==> src/rtl/result_bcd_display.sv <==
// Sequential double-dabble converter: turns the signed datapath result into a sign flag plus
// packed BCD magnitude, restarting by itself whenever the observed value changes.
module result_bcd_display #(
    parameter int WIDTH  = 28,
    parameter int DIGITS = 9
) (
    input  logic                clockDisplay,
    input  logic                resetDisplay,
    input  logic [WIDTH-1:0]    valueDisplay,
    output logic [4*DIGITS-1:0] digitsDisplay,
    output logic                signDisplay,
    output logic                busyDisplay,
    output logic                readyDisplay
);
    localparam int CW = $clog2(WIDTH + 1);

    typedef enum logic [1:0] {IDLE, SHIFT, DONE} state_t;

    state_t              state;
    state_t              state_next;
    logic [WIDTH-1:0]    last_value;
    logic [WIDTH-1:0]    bin_reg;
    logic [WIDTH-1:0]    magnitude;
    logic [4*DIGITS-1:0] bcd_reg;
    logic [4*DIGITS-1:0] bcd_adj;
    logic [CW-1:0]       count;
    logic                first_flag;
    logic                sign_reg;
    logic                start;

    // No valid strobe exists upstream, so any difference from the last converted value starts a run.
    assign start = (valueDisplay != last_value) || first_flag;

    // Full-width negate keeps -2^(WIDTH-1) correct as an unsigned magnitude.
    assign magnitude = valueDisplay[WIDTH-1] ? (~valueDisplay + WIDTH'(1)) : valueDisplay;

    // NOTE: every variable gets a default before any branch, so always_comb never infers a latch.
    always_comb begin
        bcd_adj = bcd_reg;
        for (int i = 0; i < DIGITS; i++) begin
            if (bcd_reg[4*i +: 4] >= 4'd5) begin
                bcd_adj[4*i +: 4] = bcd_reg[4*i +: 4] + 4'd3;
            end
        end
    end

    always_comb begin
        state_next = state;
        case (state)
            IDLE:    if (start) state_next = SHIFT;
            SHIFT:   if (count == CW'(1)) state_next = DONE;
            DONE:    state_next = IDLE;
            default: state_next = IDLE;
        endcase
    end

    // NOTE: sequential state uses non-blocking assignments so all registers sample pre-edge values.
    always_ff @(posedge clockDisplay) begin
        if (resetDisplay) begin
            state <= IDLE;
        end else begin
            state <= state_next;
        end
    end

    // NOTE: the working registers are few and cheap, so they are reset along with the outputs;
    // a reset mid-run therefore leaves nothing stale behind.
    always_ff @(posedge clockDisplay) begin
        if (resetDisplay) begin
            last_value    <= '0;
            first_flag    <= 1'b1;
            sign_reg      <= 1'b0;
            bin_reg       <= '0;
            bcd_reg       <= '0;
            count         <= '0;
            digitsDisplay <= '0;
            signDisplay   <= 1'b0;
            busyDisplay   <= 1'b0;
            readyDisplay  <= 1'b0;
        end else begin
            readyDisplay <= 1'b0;
            case (state)
                IDLE: begin
                    if (start) begin
                        last_value  <= valueDisplay;
                        first_flag  <= 1'b0;
                        sign_reg    <= valueDisplay[WIDTH-1];
                        bin_reg     <= magnitude;
                        bcd_reg     <= '0;
                        count       <= CW'(WIDTH);
                        busyDisplay <= 1'b1;
                    end
                end
                SHIFT: begin
                    {bcd_reg, bin_reg} <= {bcd_adj, bin_reg} << 1;
                    count              <= count - CW'(1);
                end
                DONE: begin
                    digitsDisplay <= bcd_reg;
                    signDisplay   <= sign_reg;
                    readyDisplay  <= 1'b1;
                    busyDisplay   <= 1'b0;
                end
                default: ;
            endcase
        end
    end

endmodule
==> config.mk <==
export PLATFORM = sky130hd
export DESIGN_NAME = result_bcd_display
export DESIGN_NICKNAME = d
export VERILOG_FILES = /design/src/rtl/result_bcd_display.sv
export SDC_FILE = /design/constraint.sdc
export NUM_CORES = 1
export LEC_CHECK = 0
export ABC_AREA = 1
export CAP_MARGIN = 40
export CORE_MARGIN = 2
export CORE_UTILIZATION = 45
export DETAILED_ROUTE_END_ITERATION = 8
export GPL_TIMING_DRIVEN = 0
export PLACE_DENSITY = 0.62
export SYNTH_ARGS = -nofsm -noshare
export SYNTH_HDL_FRONTEND = slang
export SYNTH_SLANG_ARGS = --single-unit
==> constraint.sdc <==
create_clock -name clockDisplay -period 2.6 [get_ports clockDisplay]
set_clock_uncertainty 0.15 [all_clocks]
set_input_delay 0.52 -clock clockDisplay [delete_from_list [all_inputs] [get_ports clockDisplay]]
set_output_delay 0.52 -clock clockDisplay [all_outputs]
set_load 0.01 [all_outputs]
==> results.py, run 1 <==
metrics = {
    "layout": {
        "final_cell_mix": "212 x nand2_1, 139 x dfxtp_1, 125 x nand3_1, 121 x o21ai_0",
        "multi_input_area_sq_um": 3802,
        "n_antenna_cell": 0,
        "fillers": 1564,
        "drive_gt1_frac": 0.04872,
        "syn2layout_area_growth_pct": 20.96,
        "seqCellArea_sq_um": 2783,
        "final_common_cell": "nand2_1",
        "nets": 1210,
        "final_cell_area_sq_um": 8765,
    },
    "critical_path": {
        "slowest_stage": "clkdlybuf4s50_1",
        "path_cells": "clkdlybuf4s50_1, inv_1, nand2_1, nand4_1, nor2_1, nand2_1, nor2_1, nand2_1, nand2_4, nand2_2, buf_2, o21ai_0, inv_1",
        "required_ps": 2760,
        "critPathTopFamily": "buffers and inverters",
        "arrival_ps": 2590,
        "rr_startpoint": "state[1]",
        "path_max_fanout": 10,
        "cp-end-kind": "register",
        "worst-path-buf-inv": 4,
        "crit_start": "valueDisplay[14]",
        "critPathLaunchType": "input port",
        "criticalPathCategory": "in -> reg",
        "cp_common_cell": "nand2_1",
        "cpPeakStageDelay_ps": 650,
    },
    "outcome": {
        "status": "finished, final reports clean",
    },
    "sta": {
        "timing.fmax_mhz": 410.7,
        "min_period_ps": 2435,
        "min_period_over_period": 0.9365,
        "worst_slew_pin_slew_ps": 739.9,
        "slew_headroom": 0.5067,
        "finalHoldViolCount": 0,
        "setup_viol": 0,
        "slew_viol_final": 0,
        "worst_slack_ps": 165.2,
        "rsz0062_at_grt": "false",
    },
    "detailed_routing": {
        "route.antenna.remaining_nets": 0,
        "finalWirelength_microns": 20930,
        "route.detailed.drc": 0,
        "via_count": 7287,
        "drtIter0Drc": 604,
        "vias_per_cell": 5.258,
        "wire_per_inst_microns": 15.10,
        "first_pass_iters": 5,
    },
    "grt": {
        "globalRouteTotalUtil": 0.2517,
        "grt_max_degree": 17,
        "grt_pass1_wl_microns": 33490,
        "grt_pass1_vias": 6616,
        "antenna_found_initial": 0,
        "grt_overflow": 0,
    },
    "power": {
        "p_leak_nw": 3.525,
        "vdd_ir_drop_max_uv": 515.3,
        "p_per_area_nw_per_um2": 632.8,
        "power_mw": 5.547,
    },
    "floorplan": {
        "die_area_sq_um": 17130,
        "core_area_sq_um": 15830,
        "die-height_microns": 130.9,
        "initial_core_util": 0.4578,
        "die_w_microns": 130.9,
        "num_io_pins": 69,
        "rows": 46,
    },
    "placement": {
        "hpwl_microns": 15020,
        "placed_cell_area_sq_um": 8157,
        "io_buffers": 64,
        "pre_cts_ws_ps": -449.1,
        "routabilityCongestion": 0.8967,
    },
    "synth": {
        "synth.distinct_cells": 28,
        "ys_warn_count": 0,
        "syn_area_sq_um": 7246,
        "synthCells": 1076,
        "synth_nets": 1127,
        "synth-seq-cells": 139,
        "ys_seq_area_frac": 0.3840,
        "avgSynthCellArea_sq_um": 6.734,
    },
    "hold_path": {
        "hold_path.class": "reg -> reg",
        "hp-start": "first_flag",
    },
    "clock_tree": {
        "clockRootBuffer": "clkbuf_16",
        "clock_latency_ps": 420,
        "clk_pin_slew_worst_paths_ps": 60,
        "cts_hold_buf": 0,
        "tritoncts": "built",
        "post_cts_buffers": 0,
        "cts_max_level": 4,
        "cts_buffer_depth": 2,
        "cts.sinks": 139,
        "cts_made_buffers": 17,
    },
    "job": {
        "maxCapViolations": 0,
    },
}
synth_stat cells, drive strengths merged:
master  count  area, sq um
o211ai      2        15.01
o21ai     122        610.6
nand3     125        625.6
xor2       12        105.1
nand4      16        100.1
nor2      122        457.9
inv        97        364.1
xnor2      14        122.6
dfxtp     139         2783
o31ai       2        15.01
a21oi     120        600.6
a31oi       1        6.260
o22ai       2        12.51
ha         21        262.8
clkbuf     42        158.9
buf        20        161.4
or2         2        12.51
nand3b      2        15.01
nand2     214        813.3
clkinv      1        3.750
through the flow:
stage / cells / setup TNS [ps] / util / hold slack [ps]
2_1_floorplan: 1076 / 0 / - / 269.6
3_3_place_gp: 1356 / -34010 / 0.5153 / 302.3
3_5_place_dp: 1356 / -35080 / 0.5153 / 309.0
4_1_cts: 1386 / 0 / 0.5522 / 315.1
5_1_grt: 1386 / 0 / 0.5538 / 332.2
6_report: 1386 / 0 / 0.5538 / 322.2
final cells by class:
cell class | instances | share of cell area
Clock inverter | 7 | 0.01342
Clock buffer | 23 | 0.05225
Multi-Input combinational cell | 777 | 0.4338
Buffer | 62 | 0.03683
Sequential cell | 139 | 0.3175
Inverter | 98 | 0.04197
Timing Repair Buffer | 64 | 0.07338
Tap cell | 216 | 0.03084
timing repair:
item                                    4_1_cts  5_1_grt
resized for setup                             1        9
endpoints found under the setup margin        6       53
pin swaps                                     0        1
per-layer routing:
metal  part of all wire  GRT usage
met1               0.48     0.3566
met3              0.070    0.06107
met4              0.011    0.06508
met2               0.44     0.3854
met5                  0          0
kinds of logic after synthesis:
logic type      share of synthesized area
xor+xnor                          0.03143
buf+inv                           0.09497
fa+ha+maj                         0.03626
compound gates                     0.1739
flops                              0.3840
simple gates                       0.2794
worst min-delay path, stage by stage (launching register included):
cell     delay [ps]
dfxtp_1         320
nand2_1          70
nand2_1          40
worst paths after layout:
check           endpoint  slack, ps  depth (start not counted)
max             count[3]        170                         13
min           first_flag        320                          2
max reg2reg  bin_reg[17]        420                          8
min reg2reg   first_flag        320                          2
where the power goes:
part,switching (mW),total (mW),internal [mW]
logic,0.522,0.802,0.280
registers,0.0671,2.30,2.24
clock network,0.917,2.44,1.52
total,1.51,5.55,4.04
No activity file was read; power rests on OpenSTA's default activity.
==> inputs of run 2 (changes only) <==
Settings changed: PLACE_DENSITY 0.62 to 0.64.
==> run 2 against run 1 <==
  * Setup slack improved by 4.8 ps
  * Utilization barely moved
  * Sequential share of layout area hardly changed
  * Global-route usage decreased by 0.46 points
  * Clock-buffer cell count down 5
  * Wire length shrank 1.8%
  * Clock power barely moved
  * Register-to-register slack got worse by 20 ps
  * Cell area about the same
  * Die area is the same
  * Flip-flop and latch count unchanged
  * Critical endpoint unchanged
  * Largest cell class unchanged
  * Highest routed layer unchanged
==> results.py, run 2 (synthesis results as in run 1) <==
metrics = {
    "sta": {
        "rsz0062_at_grt": "false",
        "slew_headroom": 0.4795,
        "finalHoldViolCount": 0,
        "timing.fmax_mhz": 411.5,
        "setup_tns_ps": 0,
        "slew_viol_final": 0,
        "min_period_ps": 2430,
        "worst_slew_pin_slew_ps": 780.8,
        "min_period_over_period": 0.9346,
        "setup_viol": 0,
    },
    "layout": {
        "drive_gt1_frac": 0.05119,
        "n_antenna_cell": 0,
        "nets": 1210,
        "final_cell_mix": "212 x nand2_1, 139 x dfxtp_1, 125 x nand3_1, 121 x o21ai_0, 121 x nor2_1",
        "fillers": 1627,
        "syn2layout_area_growth_pct": 20.86,
        "final_common_cell": "nand2_1",
        "final_util": 0.5533,
    },
    "detailed_routing": {
        "drtIter0Drc": 543,
        "wl_met3_microns": 1181,
        "vias_per_cell": 5.274,
        "first_pass_iters": 5,
        "via_count": 7321,
        "route.top_layer_used": "met4",
        "route.detailed.drc": 0,
        "route.antenna.remaining_nets": 0,
        "wl_met1_microns": 10180,
        "dr_wl_met2_microns": 8925,
        "finalWirelength_microns": 20550,
        "wire_per_inst_microns": 14.81,
    },
    "clock_tree": {
        "cts_max_level": 4,
        "clk_pin_slew_worst_paths_ps": 60,
        "cts_hold_buf": 0,
        "tritoncts": "built",
        "cts.sinks": 139,
        "post_cts_buffers": 0,
        "clockRootBuffer": "clkbuf_16",
        "cts_made_buffers": 17,
        "clock_latency_ps": 430,
        "cts_buffer_depth": 2,
    },
    "grt": {
        "globalRouteTotalUtil": 0.2470,
        "grt_pass1_wl_microns": 33130,
        "grt_max_degree": 17,
        "grt_overflow": 0,
        "grt_pass1_vias": 6440,
        "antenna_found_initial": 0,
    },
    "floorplan": {
        "die_w_microns": 130.9,
        "num_io_pins": 69,
        "core_area_sq_um": 15830,
        "initial_core_util": 0.4578,
        "rows": 46,
        "die_area_sq_um": 17130,
        "die-height_microns": 130.9,
    },
    "critical_path": {
        "cpPeakStageDelay_ps": 510,
        "path_max_fanout": 10,
        "criticalPathCategory": "in -> reg",
        "arrival_ps": 2600,
        "cp_common_cell": "nand2_1",
        "worst-path-buf-inv": 3,
        "critPathTopFamily": "buffers and inverters",
        "rrSetupSlack_ps": 400,
        "cp-end-kind": "register",
        "critPathLaunchType": "input port",
        "required_ps": 2770,
        "path_cells": "clkdlybuf4s50_1, xnor2_1, nand2_1, nor2_1, nand2_1, nor2_1, nand2_1, nand2_4, nand2_2, buf_2, o21ai_0, inv_1",
        "slowest_stage": "clkdlybuf4s50_1",
    },
    "hold_path": {
        "hold_path.class": "reg -> reg",
    },
    "placement": {
        "io_buffers": 64,
        "hpwl_microns": 14840,
        "routabilityCongestion": 0.8870,
    },
    "outcome": {
        "status": "finished, final reports clean",
    },
    "power": {
        "p_per_area_nw_per_um2": 629.7,
        "power_mw": 5.514,
        "p_leak_nw": 3.521,
        "vdd_ir_drop_max_uv": 509.7,
    },
    "job": {
        "maxCapViolations": 0,
    },
}
==> run 2: repair_timing <==
item	in CTS	in global routing
endpoints found under the hold margin	0	0
endpoints found under the setup margin	9	98
gates resized for setup	1	4
pin swaps	0	1
==> run 2: final cells by class <==
cell class	instances	area, sq um	share of cell area
clock buffers	18	439.2	0.05015
multi-input cells	777	3785	0.4322
repair buffers	64	643.1	0.07344
plain buffers	62	324.1	0.03701
well taps	216	270.3	0.03086
flip-flops and latches	139	2783	0.3178
clock inverters	14	145.1	0.01657
inverters	98	367.9	0.04201
==> run 2: power by group <==
part / leakage [nW] / internal (mW) / switching [mW] / total, mW
clock network: 0.290 / 1.44 / 0.976 / 2.41
registers: 1.14 / 2.24 / 0.0665 / 2.30
logic: 2.10 / 0.277 / 0.519 / 0.796
==> run 2: final timing paths <==
path | start | to | cells after the start
hold reg to reg | first_flag | first_flag | 2
setup reg to reg | state[1] | bin_reg[17] | 8
hold / removal | first_flag | first_flag | 2
setup / recovery | valueDisplay[24] | count[3] | 12
==> run 2: layer usage <==
| metal | up-vias | track usage |
|---|---|---|
| met5 | - | 0 |
| met4 | 0 | 0.07009 |
| met3 | 19 | 0.04031 |
| met2 | 205 | 0.3710 |
| met1 | 3386 | 0.3653 |
| li1 | 3711 | - |
==> run 2: worst register-to-register path: stages, from the launching register on <==
cell and delay [ps]:
dfxtp_1 320, inv_1 50, nand2_1 120, clkbuf_1 420, clkbuf_1 510, nand3_1 270
nand2_1 110, nand2_1 50, a21oi_1 120
==> run 2: through the flow <==
stage	instance area (sq um)	worst slack [ps]	cells	hold slack, ps
6_report	8757	170.0	1388	310.7
5_1_grt	8757	6.912	1388	341.6
4_1_cts	8742	15.92	1388	314.1
3_5_place_dp	8157	-451.0	1356	305.0
3_3_place_gp	8157	-436.0	1356	300.5
2_1_floorplan	7246	647.0	1076	269.6
